$ cat config.mk
export PLATFORM = sky130hd
export DESIGN_NAME = hex_output_driver_flat
export DESIGN_NICKNAME = d
export VERILOG_FILES = /design/src/rtl/hex_output_driver_if.sv /design/src/rtl/hex_output_driver.sv /design/src/flat_wrapper.sv
export SDC_FILE = /design/constraint.sdc
export NUM_CORES = 1
export LEC_CHECK = 0
export CORE_ASPECT_RATIO = 0.9
export CORE_MARGIN = 2
export CORE_UTILIZATION = 55
export DETAILED_ROUTE_END_ITERATION = 8
export GPL_TIMING_DRIVEN = 1
export HOLD_SLACK_MARGIN = 0.06
export PLACE_DENSITY_LB_ADDON = 0.05
export SETUP_SLACK_MARGIN = 0.1
export SLEW_MARGIN = 20
export SYNTH_ARGS = -nofsm -noshare
export SYNTH_HDL_FRONTEND = slang
export SYNTH_SLANG_ARGS = --single-unit
export TNS_END_PERCENT = 100
$ cat constraint.sdc
create_clock -name CLK -period 3.1 [get_ports CLK]
set_clock_uncertainty 0.05 [all_clocks]
set_input_delay 0.465 -clock CLK [delete_from_list [all_inputs] [get_ports CLK]]
set_output_delay 0.465 -clock CLK [all_outputs]
set_load 0.005 [all_outputs]
$ cat src/rtl/hex_output_driver_if.sv
`default_nettype none
// ============================================================================
//  Module      : hex_output_driver_if
//  Description : Write channel from the processor core into the board
//                output driver. A transfer happens on a rising clock edge
//                while wr_valid and wr_ready are both high.
//                  wr_valid  master -> slave   write request
//                  wr_ready  slave  -> master  able to accept a write
//                  wr_sel    master -> slave   0=value 1=tag 2=control 3=rsvd
//                  wr_data   master -> slave   10-bit payload
//  Revision    : 1.0  initial release
// ============================================================================
interface hex_output_driver_if;
    logic       wr_valid;
    logic       wr_ready;
    logic [1:0] wr_sel;
    logic [9:0] wr_data;

    modport master (output wr_valid, output wr_sel, output wr_data, input  wr_ready);
    modport slave  (input  wr_valid, input  wr_sel, input  wr_data, output wr_ready);
endinterface
`default_nettype wire

$ cat src/rtl/hex_output_driver.sv
`default_nettype none
// ============================================================================
//  Module      : hex_output_driver
//  Description : Takes 10-bit result writes from the processor core and
//                shows them on the board: binary on LED_B, decimal with
//                leading-zero blanking on HEX3..HEX0 (sequential
//                double-dabble conversion), a two-digit hex tag on
//                HEX5..HEX4, plus blink and blank controls.
//  Ports       : CLK        system clock
//                RSTb       asynchronous active-low reset
//                wr         write channel (slave side of hex_output_driver_if)
//                LED_B      last committed value, binary
//                HEX0..HEX5 active-low segments {dp,g,f,e,d,c,b,a}, dp off
//  Revision    : 1.0  initial release
// ============================================================================
module hex_output_driver #(
    parameter int CLK_HZ   = 50000000,
    parameter int BLINK_HZ = 2
) (
    input  logic                 CLK,
    input  logic                 RSTb,
    hex_output_driver_if.slave   wr,
    output logic [9:0]           LED_B,
    output logic [7:0]           HEX0,
    output logic [7:0]           HEX1,
    output logic [7:0]           HEX2,
    output logic [7:0]           HEX3,
    output logic [7:0]           HEX4,
    output logic [7:0]           HEX5
);

    // Blink half-period in clock cycles, never below one cycle.
    localparam int HALF_RAW = CLK_HZ / (2 * BLINK_HZ);
    localparam int HALF     = (HALF_RAW < 1) ? 1 : HALF_RAW;
    localparam int CW       = (HALF > 1) ? $clog2(HALF) : 1;
    localparam logic [CW-1:0] BLINK_TERM = CW'(HALF - 1);

    localparam logic [7:0] SEG_OFF = 8'hFF;

    typedef enum logic [1:0] {
        IDLE   = 2'd0,
        SHIFT  = 2'd1,
        COMMIT = 2'd2
    } state_t;

    state_t        state_q, state_d;
    logic [9:0]    bin_q, bin_d;          // binary bits still to shift out
    logic [15:0]   bcd_q, bcd_d;          // conversion accumulator
    logic [3:0]    step_q, step_d;
    logic [9:0]    val_q, val_d;          // value under conversion
    logic [15:0]   digits_q, digits_d;    // committed decimal digits
    logic [9:0]    led_q, led_d;
    logic [7:0]    tag_q, tag_d;
    logic          tag_vld_q, tag_vld_d;
    logic          blink_en_q, blink_en_d;
    logic          blank_q, blank_d;
    logic [CW-1:0] blink_cnt_q, blink_cnt_d;
    logic          phase_q, phase_d;

    logic          w_accept;
    logic          w_ctrl_wr;
    logic [15:0]   w_bcd_adj;
    logic          w_hide;

    assign wr.wr_ready = (state_q == IDLE);
    assign w_accept    = wr.wr_valid && (state_q == IDLE);
    assign w_ctrl_wr   = w_accept && (wr.wr_sel == 2'd2);

    // Double-dabble correction: any BCD nibble of 5 or more gets +3 so the
    // following left shift carries correctly into the next decimal digit.
    always_comb begin
        w_bcd_adj = bcd_q;
        for (int i = 0; i < 4; i++) begin
            if (bcd_q[i*4 +: 4] >= 4'd5) begin
                w_bcd_adj[i*4 +: 4] = bcd_q[i*4 +: 4] + 4'd3;
            end
        end
    end

    // ------------------------------------------------------------------
    // Control FSM and register next-state
    // ------------------------------------------------------------------
    always_comb begin
        state_d    = state_q;
        bin_d      = bin_q;
        bcd_d      = bcd_q;
        step_d     = step_q;
        val_d      = val_q;
        digits_d   = digits_q;
        led_d      = led_q;
        tag_d      = tag_q;
        tag_vld_d  = tag_vld_q;
        blink_en_d = blink_en_q;
        blank_d    = blank_q;

        case (state_q)
            IDLE: begin
                if (w_accept) begin
                    case (wr.wr_sel)
                        2'd0: begin
                            bin_d   = wr.wr_data;
                            val_d   = wr.wr_data;
                            bcd_d   = 16'd0;
                            step_d  = 4'd0;
                            state_d = SHIFT;
                        end
                        2'd1: begin
                            tag_d     = wr.wr_data[7:0];
                            tag_vld_d = 1'b1;
                        end
                        2'd2: begin
                            blink_en_d = wr.wr_data[0];
                            blank_d    = wr.wr_data[1];
                        end
                        default: ; // reserved target: handshake only
                    endcase
                end
            end
            SHIFT: begin
                {bcd_d, bin_d} = {w_bcd_adj, bin_q} << 1;
                step_d         = step_q + 4'd1;
                if (step_q == 4'd9) begin
                    state_d = COMMIT;
                end
            end
            COMMIT: begin
                // Digits and LED update together so the display never
                // shows a mix of old and new value.
                digits_d = bcd_q;
                led_d    = val_q;
                state_d  = IDLE;
            end
            default: state_d = IDLE;
        endcase
    end

    // Blink timebase; a control write restarts it in the visible phase.
    always_comb begin
        blink_cnt_d = blink_cnt_q + {{(CW-1){1'b0}}, 1'b1};
        phase_d     = phase_q;
        if (w_ctrl_wr) begin
            blink_cnt_d = '0;
            phase_d     = 1'b0;
        end else if (blink_cnt_q == BLINK_TERM) begin
            blink_cnt_d = '0;
            phase_d     = ~phase_q;
        end
    end

    always_ff @(posedge CLK or negedge RSTb) begin
        if (!RSTb) begin
            state_q     <= IDLE;
            bin_q       <= '0;
            bcd_q       <= '0;
            step_q      <= '0;
            val_q       <= '0;
            digits_q    <= '0;
            led_q       <= '0;
            tag_q       <= '0;
            tag_vld_q   <= 1'b0;
            blink_en_q  <= 1'b0;
            blank_q     <= 1'b0;
            blink_cnt_q <= '0;
            phase_q     <= 1'b0;
        end else begin
            state_q     <= state_d;
            bin_q       <= bin_d;
            bcd_q       <= bcd_d;
            step_q      <= step_d;
            val_q       <= val_d;
            digits_q    <= digits_d;
            led_q       <= led_d;
            tag_q       <= tag_d;
            tag_vld_q   <= tag_vld_d;
            blink_en_q  <= blink_en_d;
            blank_q     <= blank_d;
            blink_cnt_q <= blink_cnt_d;
            phase_q     <= phase_d;
        end
    end

    // ------------------------------------------------------------------
    // Segment decode (registered digits only)
    // ------------------------------------------------------------------
    function automatic logic [7:0] glyph(input logic [3:0] d);
        logic [7:0] g;
        case (d)
            4'h0: g = 8'hC0;  4'h1: g = 8'hF9;  4'h2: g = 8'hA4;  4'h3: g = 8'hB0;
            4'h4: g = 8'h99;  4'h5: g = 8'h92;  4'h6: g = 8'h82;  4'h7: g = 8'hF8;
            4'h8: g = 8'h80;  4'h9: g = 8'h90;  4'hA: g = 8'h88;  4'hB: g = 8'h83;
            4'hC: g = 8'hC6;  4'hD: g = 8'hA1;  4'hE: g = 8'h86;  default: g = 8'h8E;
        endcase
        return g;
    endfunction

    assign w_hide = blank_q || (blink_en_q && phase_q);
    assign LED_B  = led_q;

    always_comb begin
        HEX0 = glyph(digits_q[3:0]);
        HEX1 = (digits_q[15:4] != 12'd0) ? glyph(digits_q[7:4])   : SEG_OFF;
        HEX2 = (digits_q[15:8] != 8'd0)  ? glyph(digits_q[11:8])  : SEG_OFF;
        HEX3 = (digits_q[15:12] != 4'd0) ? glyph(digits_q[15:12]) : SEG_OFF;
        HEX4 = tag_vld_q ? glyph(tag_q[3:0]) : SEG_OFF;
        HEX5 = tag_vld_q ? glyph(tag_q[7:4]) : SEG_OFF;
        if (w_hide) begin
            HEX0 = SEG_OFF;
            HEX1 = SEG_OFF;
            HEX2 = SEG_OFF;
            HEX3 = SEG_OFF;
            HEX4 = SEG_OFF;
            HEX5 = SEG_OFF;
        end
    end

endmodule
`default_nettype wire

$ cat src/flat_wrapper.sv
// flat-port wrapper written by rule: the top's interface ports become plain ports
module hex_output_driver_flat 
#(
    parameter int CLK_HZ   = 50000000,
    parameter int BLINK_HZ = 2
)
  (CLK, RSTb, LED_B, HEX0, HEX1, HEX2, HEX3, HEX4, HEX5, wr_wr_valid, wr_wr_sel, wr_wr_data, wr_wr_ready);
  hex_output_driver_if wr_i ();
  input  logic CLK;
  input  logic RSTb;
  output logic [9:0] LED_B;
  output logic [7:0] HEX0;
  output logic [7:0] HEX1;
  output logic [7:0] HEX2;
  output logic [7:0] HEX3;
  output logic [7:0] HEX4;
  output logic [7:0] HEX5;
  input wire logic [$bits(wr_i.wr_valid)-1:0] wr_wr_valid;
  input wire logic [$bits(wr_i.wr_sel)-1:0] wr_wr_sel;
  input wire logic [$bits(wr_i.wr_data)-1:0] wr_wr_data;
  output wire logic [$bits(wr_i.wr_ready)-1:0] wr_wr_ready;
  assign wr_i.wr_valid = wr_wr_valid;
  assign wr_i.wr_sel = wr_wr_sel;
  assign wr_i.wr_data = wr_wr_data;
  assign wr_wr_ready = wr_i.wr_ready;
  hex_output_driver #(.CLK_HZ(CLK_HZ), .BLINK_HZ(BLINK_HZ)) u_core (.CLK(CLK), .RSTb(RSTb), .wr(wr_i), .LED_B(LED_B), .HEX0(HEX0), .HEX1(HEX1), .HEX2(HEX2), .HEX3(HEX3), .HEX4(HEX4), .HEX5(HEX5));
endmodule
==> reports/results.txt, run 1 <==
reg2reg start: u_core.blink_cnt_q[0]$_DFF_PN0_
Final nets: 824
Root Driver: clkbuf_16
type of origin of the critical path: flip-flop
Clock Latency Late Sink: 340 ps
CP arrival: 2370 ps
Crit. End Element: primary output
gr ovfl total: 0
Critical Path RT: 2580 ps
Crit Path Class: flip-flop to primary output
largest net degree at the start of global routing: 105
die area: 12400 um^2
post-DP HPWL: 9580 um
crit path buf inv count: 2
DP Worst Slack: 402 ps
highest fanout seen on the critical path: 7
Routed Antenna Nets: 0
Synth Flop Type: dfrtp_1
worst-path cell chain: inv_1 -> ha_1 -> and4_1 -> nor2_1 -> o211ai_1 -> clkdlybuf4s50_1
Post-CTS Setup Bufs: 0
Pint: 4.59 mW
outcome: complete, no violations
fraction of registers with async set/reset: 100%
vias in the first global route: 4995
max incr delay on CP: 490 ps
Post-Syn Area per Cell: 8.91 um^2
I/O pin count: 74
unrepaired setup endpoints after global routing: true
Total Routed Length: 13200 um
switching pwr: 2.70 mW
All-Layer GR Usage: 22.7%
Max-slew headroom: 42.0%
Max Buffers Root-to-Sink: 2
CP max-delay cell: clkdlybuf4s50_1
critical path launch point: u_core.digits_q[8]$_DFFE_PN0N_
PortBufs: 67
H-tree Lvls: 3
Ant. Diodes: 0
share of cells above drive strength 1: 6.66%
CTS Sinks: 104
routed len/inst: 14.4 um
Worst Tran Pin Value: 870 ps
PD cells: 979 nW/um^2
final worst slack: 217 ps
first-pass GRT wire length: 22700 um
Remaining DRCs: 0
Die Width: 117 um
VDD IR-drop max: 0.543 mV
total power: 7.29 mW
Mapped Area: 6320 um^2
vias per cell: 5.60
DR iter-0 viols: 309
Hold Crit Class: input pin to asynchronous set/reset pin
post-layout util: 65.6%
leakage: 3.31 nW
initial antenna violation count: 0
Die Y: 106 um
Initial Util: 55.8%
Hold WS: 125 ps
# Max-Cap Violations: 0
CP delay by family, top: buffers and inverters
Num CTS Buffers: 9
number of synthesized flops with an enable pin: 0
core area: 11300 um^2
router iterations before antenna repair: 4
Area Growth Syn to Fin: 17.7%
Comb power frac: 49.0%
GPL Wtd Cong: 0.897
clk slew on worst S/H paths: 70 ps
Peak Freq: 347 MHz
Final setup violation count: 0
FF+latch count, synth: 104
Switching Fraction: 37.0%
final setup TNS: 0 ps
std cell rows: 37
register area share after synthesis: 41.2%
post-synthesis cell type count: 54
Post-Syn Instances: 710
fin crit period: 2880 ps
Final Slew Violations: 0
Clk pwr share: 17.4%
Seq pwr share: 33.6%
vias post-DR: 5159
CTS tree: done
YS warnings: 0
Layout fillers: 954
fin crit share: 93.0%
Final Hold Fails: 0
worst reg2reg max path, stage by stage (launching register included):
cell and delay, ps:
dfrtp_1 380, ha_1 200, and4_1 370, nand4_1 210, o21bai_2 550, buf_4 290
a21oi_1 60
layout make-up:
type | instances | area [um^2] | area share (%)
inverters | 28 | 105 | 1.41
multi-input cells | 543 | 3450 | 46.4
flip-flops and latches | 104 | 2600 | 35.0
clock buffers | 10 | 229 | 3.08
clock inverters | 5 | 106 | 1.43
well taps | 156 | 195 | 2.62
repair buffers | 76 | 748 | 10.1
power groups by stage:
stage	logic [mW]	clock network [mW]	registers [mW]
2_1_floorplan	2.19	0	2.21
3_3_place_gp	3.47	0	2.42
3_5_place_dp	3.59	0	2.46
4_1_cts	3.62	1.29	2.44
5_1_grt	4.02	1.35	2.55
6_report	3.57	1.27	2.45
layout by cell type (no fill, tap or decap), types with 3 or more instances in the layout:
| master | n |
|---|---|
| o311ai_0 | 8 |
| nand3_1 | 20 |
| mux2_2 | 13 |
| nor2_1 | 30 |
| nand4_1 | 7 |
| buf_4 | 9 |
| o21ai_0 | 49 |
| nand2_1 | 156 |
| a21oi_1 | 23 |
| o31ai_1 | 9 |
| or4_1 | 5 |
| and2_1 | 4 |
| and4_1 | 5 |
| nand3b_1 | 6 |
| and3_1 | 4 |
| clkbuf_16 | 9 |
| inv_1 | 28 |
| xnor2_1 | 6 |
| nor3_1 | 7 |
| dfrtp_1 | 104 |
| bufinv_16 | 3 |
| or2_2 | 3 |
| or3_1 | 6 |
| o21a_1 | 6 |
| nor2b_1 | 9 |
| a21boi_0 | 3 |
| clkdlybuf4s50_1 | 66 |
| conb_1 | 6 |
| a21o_1 | 3 |
| a22o_1 | 5 |
| o211ai_1 | 38 |
| ha_1 | 47 |
| mux2i_1 | 13 |
| xor2_1 | 14 |
| nand2b_1 | 19 |
flip-flops by register name, indices dropped and copies added (netlist names), 2 cells and up:
name / count
u_core.LED_B: 10
u_core.bcd_q: 16
u_core.bin_q: 10
u_core.blink_cnt_q: 24
u_core.digits_q: 16
u_core.state_q: 2
u_core.step_q: 4
u_core.tag_q: 8
u_core.val_q: 10
path summary, 6_finish.rpt:
| check | slack [ps] | cells after the start | endpoint |
|---|---|---|---|
| max reg2reg | 860 | 6 | u_core.blink_cnt_q[23]$_DFF_PN0_ |
| min | 130 | 2 | u_core.blink_cnt_q[18]$_DFF_PN0_ |
| min in group CLK | 410 | 1 | u_core.tag_vld_q$_DFFE_PN0P_ |
| max | 220 | 6 | HEX2[2] |
| min reg2reg | 410 | 1 | u_core.tag_vld_q$_DFFE_PN0P_ |
| max in group asynchronous | 2460 | 2 | u_core.bin_q[0]$_DFFE_PN0P_ |
metrics by stage:
| step | area (um^2) | cells |
|---|---|---|
| floorplan | 6340 | 715 |
| global placement | 7100 | 907 |
| detailed placement | 7100 | 907 |
| CTS | 7440 | 922 |
| global route | 7440 | 922 |
| finish | 7440 | 922 |
cells in the mapped netlist, types with 5 or more instances:
cell      instances  area [um^2]
a21oi_1          23          115
a22o_1            5         43.8
and4_1            5         43.8
buf_2             5         25.0
buf_4             7         52.6
clkbuf_1         26         97.6
dfrtp_1         104         2600
ha_1             47          588
inv_1            28          105
mux2_2           13          146
mux2i_1          13          130
nand2_1         156          586
nand2b_1         19          119
nand3_1          20          100
nand3b_1          6         45.0
nand4_1           7         43.8
nor2_1           30          113
nor2b_1           9         56.3
nor3_1            7         35.0
o211ai_1         38          285
o21a_1            6         45.0
o21ai_0          49          245
o311ai_0          8         70.1
o31ai_1           9         67.6
or3_1             6         37.5
or4_1             5         37.5
xnor2_1           6         52.6
xor2_1           14          123
cells by family (layout without fill, tap and decap cells):
logic type               after synthesis  in the layout  share of synthesized area [%]
adder cells (fa/ha/maj)               47             47                           9.30
multiplexers                          26             26                           4.37
AO/OA/AOI/OAI                        153            153                           15.6
flip-flops                           104            104                           41.2
buffers and inverters                 68            119                           4.67
XOR/XNOR                              20             20                           2.77
AND/OR/NAND/NOR                      291            291                           22.1
other                                  1              6                         0.0593
layer usage:
layer	global-route usage [%]	routed length [um]	up-vias
met2	39.0	6550	103
met4	4.87	144	0
met3	4.14	487	9
met5	0	0	-
li1	-	-	2556
met1	29.9	6050	2491
repair_timing:
item	4_1_cts	5_1_grt
endpoints found under the setup margin	7	12
pin swaps	0	0
gates resized for setup	1	0
hold buffers	0	0
Power figures use the tool's default switching activity.
==> run 2: changes to the inputs <==
--- a/config.mk
+++ b/config.mk
@@ -6,7 +6,7 @@
 export NUM_CORES = 1
 export LEC_CHECK = 0
 export CORE_ASPECT_RATIO = 0.9
-export CORE_MARGIN = 2
+export CORE_MARGIN = 5
 export CORE_UTILIZATION = 55
 export DETAILED_ROUTE_END_ITERATION = 8
 export GPL_TIMING_DRIVEN = 1
==> run 2 against run 1 <==
Via count down 0.58%. Highest routed layer unchanged. Largest cell class unchanged. Critical path type unchanged. Final cell count unchanged. Total power down 0.74%. Core utilization down 0.26 points.
==> reports/results.txt, run 2 (synthesis results as in run 1) <==
vias per cell: 5.56 (was 5.60)
Crit Path Class: flip-flop to primary output (unchanged)
std cell rows: 37 (unchanged)
max reg flops: 24 (unchanged)
Initial Util: 55.8% (unchanged)
Total Routed Length: 13500 um (was 13200 um)
CTS tree: done (unchanged)
vias in the first global route: 5035 (was 4995)
Die Y: 112 um (was 106 um)
Remaining DRCs: 0 (unchanged)
Final nets: 823 (was 824)
Hold-fix buffers, CTS: 0 (unchanged)
Hold Crit Class: input pin to asynchronous set/reset pin (unchanged)
first-pass GRT wire length: 23100 um (was 22700 um)
CTS resizes: 1 (unchanged)
I/O pin count: 74 (unchanged)
PortBufs: 67 (unchanged)
CP endpoint: HEX1[5] (was HEX2[2])
Peak Freq: 346 MHz (was 347 MHz)
# Max-Cap Violations: 0 (unchanged)
Die Width: 123 um (was 117 um)
most frequent cells in the layout: 156 x nand2_1, 104 x dfrtp_1, 66 x clkdlybuf4s50_1 (unchanged)
Routed Antenna Nets: 0 (unchanged)
Post-CTS Setup Bufs: 0 (unchanged)
Most flops, register: u_core.blink_cnt_q (unchanged)
critical path launch point: u_core.digits_q[13]$_DFFE_PN0N_ (was u_core.digits_q[8]$_DFFE_PN0N_)
FF/Latch Area: 2600 um^2 (unchanged)
CP arrival: 2370 ps (about the same)
max incr delay on CP: 540 ps (was 490 ps)
routed len/inst: 14.7 um (was 14.4 um)
CP max-delay cell: clkdlybuf4s50_1 (unchanged)
Ant. Diodes: 0 (unchanged)
die area: 13700 um^2 (was 12400 um^2)
VDD IR-drop max: 0.638 mV (was 0.543 mV)
Area Growth Syn to Fin: 17.2% (was 17.7%)
largest registers: u_core.blink_cnt_q (24), u_core.bcd_q (16), u_core.digits_q (16) (unchanged)
Max Buffers Root-to-Sink: 2 (unchanged)
Final Hold Fails: 0 (unchanged)
type of origin of the critical path: flip-flop (unchanged)
total power: 7.23 mW (was 7.29 mW)
Layout fillers: 932 (was 954)
router iterations before antenna repair: 4 (unchanged)
post-DP HPWL: 9860 um (was 9580 um)
unrepaired setup endpoints after global routing: false (was true)
highest fanout seen on the critical path: 7 (unchanged)
gr ovfl total: 0 (unchanged)
GPL Wtd Cong: 0.847 (was 0.897)
Worst Tran Pin Value: 821 ps (was 870 ps)
share of cells above drive strength 1: 6.79% (was 6.66%)
leakage: 3.29 nW (was 3.31 nW)
CTS Sinks: 104 (unchanged)
Max-slew headroom: 45.3% (was 42.0%)
PD cells: 976 nW/um^2 (was 979 nW/um^2)
DP Worst Slack: 290 ps (was 402 ps)
FF-to-FF path depth: 6 (unchanged)
Final Slew Violations: 0 (unchanged)
worst-path cell chain: inv_1 -> ha_1 -> and4_1 -> a31oi_4 -> o211ai_1 -> clkdlybuf4s50_1 (was inv_1 -> ha_1 -> and4_1 -> nor2_1 -> o211ai_1 -> clkdlybuf4s50_1)
Root Driver: clkbuf_16 (unchanged)
All-Layer GR Usage: 20.3% (was 22.7%)
Crit. End Element: primary output (unchanged)
commonest non-fill, non-tap cell in the layout: nand2_1 (unchanged)
core area: 11300 um^2 (unchanged)
clk slew on worst S/H paths: 80 ps (was 70 ps)
Multi-input gate area: 3470 um^2 (was 3450 um^2)
fin crit share: 93.2% (was 93.0%)
largest net degree at the start of global routing: 61 (was 105)
outcome: complete, no violations (unchanged)
reg2reg start: u_core.blink_cnt_q[0]$_DFF_PN0_ (unchanged)
fin crit period: 2890 ps (was 2880 ps)
Final setup violation count: 0 (unchanged)
Num CTS Buffers: 9 (unchanged)
DR iter-0 viols: 277 (was 309)
Critical Path RT: 2580 ps (about the same)
final setup TNS: 0 ps (unchanged)
RR Endpoint: u_core.blink_cnt_q[2]$_DFF_PN0_ (was u_core.blink_cnt_q[23]$_DFF_PN0_)
initial antenna violation count: 0 (unchanged)
reg2reg setup slack: 940 ps (was 860 ps)
H-tree Lvls: 3 (unchanged)
vias post-DR: 5129 (was 5159)
final worst slack: 210 ps (was 217 ps)
Clock Latency Late Sink: 350 ps (was 340 ps)
==> run 2: cell count changes in the layout (fill, tap and decap cells not counted) <==
cell,previous run,this run
a31oi_2,1,0
a31oi_4,0,1
buf_4,9,8
bufinv_16,3,1
nor2_1,30,29
nor2_2,0,1
inv_6,0,3
==> run 2: through the flow <==
step                instances  util [%]  area, um^2  hold WS (ps)
floorplan                 715         -        6340           119
global placement          906      62.5        7090           401
detailed placement        906      62.5        7090           396
CTS                       922      65.2        7400          84.3
global route              922      65.3        7410           108
finish                    922      65.3        7410          62.9
==> run 2: cell type report <==
type | count | share of cell area (%)
clock buffers | 10 | 3.09
clock inverters | 6 | 0.979
inverters | 28 | 1.42
multi-input cells | 543 | 46.8
flip-flops and latches | 104 | 35.1
well taps | 156 | 2.63
repair buffers | 75 | 9.99
==> run 2: layer usage <==
| metal | up-vias | global-route usage (%) | wire (um) |
|---|---|---|---|
| li1 | 2552 | - | - |
| met1 | 2468 | 26.5 | 6300 |
| met2 | 86 | 34.6 | 6580 |
| met3 | 23 | 3.10 | 391 |
| met4 | 0 | 6.42 | 257 |
| met5 | - | 0 | 0 |
==> run 2: worst max-delay path, delay by kind of cell, from the launching register on <==
kind | cells | cell delay, ps
buffers and inverters | 2 | 690
flip-flops | 1 | 440
AND/OR/NAND/NOR | 1 | 330
AO/OA/AOI/OAI | 2 | 320
adder cells (fa/ha/maj) | 1 | 270
==> run 2: worst min-delay path by stage <==
stage | cells after the start | endpoint
finish | 1 | u_core.blink_cnt_q[7]$_DFF_PN0_
global route | 1 | u_core.blink_cnt_q[7]$_DFF_PN0_
CTS | 1 | u_core.blink_cnt_q[7]$_DFF_PN0_
detailed placement | 1 | u_core.tag_vld_q$_DFFE_PN0P_
global placement | 1 | u_core.tag_vld_q$_DFFE_PN0P_
floorplan | 0 | u_core.LED_B[0]$_DFFE_PN0N_
==> run 2: report_power, final <==
| part | total [mW] | internal [mW] | switching [mW] | leakage [nW] |
|---|---|---|---|---|
| combinational | 3.63 | 1.96 | 1.67 | 1.79 |
| clock | 1.16 | 0.637 | 0.518 | 0.144 |
| sequential | 2.45 | 1.85 | 0.598 | 1.35 |
| total | 7.23 | 4.44 | 2.79 | 3.29 |
==> run 3: changes to the inputs <==
--- a/config.mk
+++ b/config.mk
@@ -5,6 +5,7 @@
 export SDC_FILE = /design/constraint.sdc
 export NUM_CORES = 1
 export LEC_CHECK = 0
+export ABC_AREA = 1
 export CORE_ASPECT_RATIO = 0.9
 export CORE_MARGIN = 5
 export CORE_UTILIZATION = 55
==> constraint.sdc (replaced) <==
create_clock -name CLK -period 3.1 [get_ports CLK]
set_clock_uncertainty 0.05 [all_clocks]
set_input_delay 0.62 -clock CLK [delete_from_list [all_inputs] [get_ports CLK]]
set_output_delay 0.62 -clock CLK [all_outputs]
set_load 0.005 [all_outputs]
==> run 3 against run 2 <==
Critical path depth up 1. Total power up 1.5%. Core utilization down 0.088 points. Clock power down 5%. Combinational power up 6.1%. Design area down 0.14%. Die area about the same. Fmax up 1.5%. Register-to-register slack better by 260 ps. Global-route usage up 0.47 points.
==> reports/results.txt, run 3 <==
outcome: complete, no violations (unchanged)
Yosys top cell by area: dfrtp_1 (unchanged)
die area: 13800 um^2 (was 13700 um^2)
largest net degree at the start of global routing: 51 (was 61)
Area Growth Syn to Fin: 16.9% (was 17.2%)
most common library cells after synthesis: 187 x nand2_1, 104 x dfrtp_1, 100 x nor2_1 (was 156 x nand2_1, 104 x dfrtp_1, 49 x o21ai_0)
Synth Flop Type: dfrtp_1 (unchanged)
largest registers: u_core.blink_cnt_q (24), u_core.bcd_q (16), u_core.digits_q (16) (unchanged)
GPL Wtd Cong: 0.931 (was 0.847)
GR Layer Usage met3: 3.50% (was 3.10%)
Mapped Area: 6330 um^2 (was 6320 um^2)
gr ovfl total: 0 (unchanged)
Num CTS Buffers: 9 (unchanged)
I/O pin count: 74 (unchanged)
FF/Latch Area: 2610 um^2 (was 2600 um^2)
reg2reg setup slack: 1200 ps (was 940 ps)
All-Layer GR Usage: 20.8% (was 20.3%)
Comb power frac: 52.4% (was 50.2%)
total power: 7.34 mW (was 7.23 mW)
commonest non-fill, non-tap cell in the layout: nand2_1 (unchanged)
Clk pwr share: 14.9% (was 16.0%)
final worst slack: 253 ps (was 210 ps)
vias per cell: 5.28 (was 5.56)
GR peak layer: met2 (unchanged)
VDD IR-drop max: 0.513 mV (was 0.638 mV)
H-tree Lvls: 3 (unchanged)
number of synthesized flops with an enable pin: 0 (unchanged)
register area share after synthesis: 41.1% (was 41.2%)
GRT met1 Usage: 28.9% (was 26.5%)
std cell rows: 37 (unchanged)
Final Slew Violations: 0 (unchanged)
router iterations before antenna repair: 7 (was 4)
DP Worst Slack: 295 ps (was 290 ps)
Total Routed Length: 14000 um (was 13500 um)
Crit. End Element: primary output (unchanged)
share of cells above drive strength 1: 6.52% (was 6.79%)
Crit Path Class: flip-flop to primary output (unchanged)
highest fanout seen on the critical path: 7 (unchanged)
vias in the first global route: 5057 (was 5035)
Switching Fraction: 40.9% (was 38.6%)
YS warnings: 0 (unchanged)
routed len/inst: 13.6 um (was 14.7 um)
Synth area leaders: dfrtp_1 41%, nand2_1 11%, ha_1 9.3% (was dfrtp_1 41%, ha_1 9.3%, nand2_1 9.3%)
Yosys top cell area share: 41.1% (was 41.2%)
Multi-input gate area: 3250 um^2 (was 3470 um^2)
CTS tree: done (unchanged)
Most flops, register: u_core.blink_cnt_q (unchanged)
Peak Freq: 351 MHz (was 346 MHz)
Die Width: 123 um (about the same)
Worst Tran Pin Value: 768 ps (was 821 ps)
first-pass GRT wire length: 23700 um (was 23100 um)
Max-slew headroom: 48.6% (was 45.3%)
Critical Path RT: 2430 ps (was 2580 ps)
Die Y: 112 um (about the same)
# Max-Cap Violations: 0 (unchanged)
DR iter-0 viols: 436 (was 277)
Post-Syn Area per Cell: 7.79 um^2 (was 8.91 um^2)
reg2reg start: u_core.state_q[1]$_DFFE_PN0P_ (was u_core.blink_cnt_q[0]$_DFF_PN0_)
Remaining DRCs: 0 (unchanged)
FF+latch count, synth: 104 (unchanged)
CP max-delay cell: clkdlybuf4s50_1 (unchanged)
Post-CTS Setup Bufs: 0 (unchanged)
CP arrival: 2180 ps (was 2370 ps)
Hold Crit Class: input pin to asynchronous set/reset pin (unchanged)
Seq pwr share: 32.6% (was 33.8%)
vias post-DR: 5438 (was 5129)
unrepaired setup endpoints after global routing: true (was false)
Routed Antenna Nets: 0 (unchanged)
Clock Latency Late Sink: 350 ps (about the same)
final setup TNS: 0 ps (unchanged)
count leader, synth: nand2_1 (unchanged)
Max Buffers Root-to-Sink: 2 (unchanged)
max incr delay on CP: 530 ps (was 540 ps)
core area: 11300 um^2 (unchanged)
worst-path cell chain: inv_1 -> ha_1 -> nand3_1 -> nor2_4 -> nand3_1 -> o2111ai_1 -> clkdlybuf4s50_1 (was inv_1 -> ha_1 -> and4_1 -> a31oi_4 -> o211ai_1 -> clkdlybuf4s50_1)
RR Endpoint: u_core.bin_q[7]$_DFFE_PN0P_ (was u_core.blink_cnt_q[2]$_DFF_PN0_)
post-synthesis cell type count: 39 (was 54)
type of origin of the critical path: flip-flop (unchanged)
CP delay by family, top: buffers and inverters (unchanged)
Root Driver: clkbuf_16 (unchanged)
Final setup violation count: 0 (unchanged)
most frequent cells in the layout: 187 x nand2_1, 102 x dfrtp_1, 98 x nor2_1 (was 156 x nand2_1, 104 x dfrtp_1, 66 x clkdlybuf4s50_1)
fraction of registers with async set/reset: 100% (unchanged)
critical path launch point: u_core.digits_q[13]$_DFFE_PN0N_ (unchanged)
Initial Util: 55.8% (about the same)
initial antenna violation count: 0 (unchanged)
Final Hold Fails: 0 (unchanged)
FF-to-FF path depth: 6 (unchanged)
CTS Sinks: 104 (unchanged)
Ant. Diodes: 0 (unchanged)
post-DP HPWL: 10400 um (was 9860 um)
clk slew on worst S/H paths: 70 ps (was 80 ps)
fin crit share: 91.9% (was 93.2%)
max reg flops: 24 (unchanged)
leakage: 3.45 nW (was 3.29 nW)
Final nets: 931 (was 823)
crit path buf inv count: 2 (unchanged)
Hold WS: 210 ps (was 62.9 ps)
PD cells: 992 nW/um^2 (was 976 nW/um^2)
Pint: 4.34 mW (was 4.44 mW)
PortBufs: 67 (unchanged)
Crit path top cell by count: nand3_1
switching pwr: 3.00 mW (was 2.79 mW)
Global Route met2 Usage: 34.4% (was 34.6%)
fin crit period: 2850 ps (was 2890 ps)
Layout fillers: 971 (was 932)
Post-Syn Instances: 812 (was 710)
## run 3: cell count changes after synthesis, moves of 13 or more
cell and change:
nor2_1 +70, inv_1 +55, nand3_1 +33, nand2_1 +31, o21ai_0 +26, o211ai_1 -24
nand2b_1 -19, clkbuf_1 -16, mux2i_1 -13
## run 3: cell families (layout without fill, tap and decap cells)
logic type | Yosys count | count (layout) | synth area share [%]
simple gates | 363 | 363 | 23.8
compound gates | 152 | 152 | 13.9
buf+inv | 121 | 178 | 8.13
flops | 104 | 104 | 41.1
fa+ha+maj | 47 | 47 | 9.29
xor+xnor | 15 | 15 | 2.08
mux | 9 | 9 | 1.60
other cells | 1 | 6 | 0.0593
## run 3: repair_timing
action,CTS,global route
endpoints found under the setup margin,9,10
hold buffers,0,0
resized for setup,3,7
## run 3: routing by layer
metal	part of all wire, %	vias to the layer above
li1	-	2752
met1	47	2545
met2	48	125
met3	4.3	16
met4	0.99	0
met5	0	-
## run 3: worst max path at each step
stage,depth (start not counted),end,slack [ps]
CTS,7,HEX1[6],150
detailed placement,5,HEX2[2],290
global placement,5,HEX2[2],390
floorplan,6,HEX2[2],1140
global route,7,HEX2[2],90
finish,7,HEX1[2],250
## run 3: power by group through the flow
stage	registers, mW	logic, mW	clock network (mW)
2_1_floorplan	2.19	2.39	0
3_3_place_gp	2.38	3.74	0
3_5_place_dp	2.41	3.84	0
4_1_cts	2.39	3.87	1.12
5_1_grt	2.48	4.35	1.18
6_report	2.40	3.85	1.10
## run 3: worst reg2reg max path: stages (launching register included)
cell,delay (ps)
dfrtp_1,480
inv_1,90
nand2_2,460
o21ai_4,260
buf_4,260
nor2_1,130
a31oi_1,60
## run 3: cell type report
class,count,share of cell area (%)
Clock buffer,10,3.23
Clock inverter,6,0.693
Inverter,89,4.51
Multi-Input combinational cell,592,43.9
Sequential cell,104,35.2
Tap cell,156,2.64
Timing Repair Buffer,73,9.81
## run 3: stage by stage
stage	instance area, um^2	std cells	util (%)
floorplan	6350	817	-
global placement	7090	1014	62.5
detailed placement	7090	1014	62.5
CTS	7390	1030	65.1
global route	7400	1030	65.3
finish	7400	1030	65.3
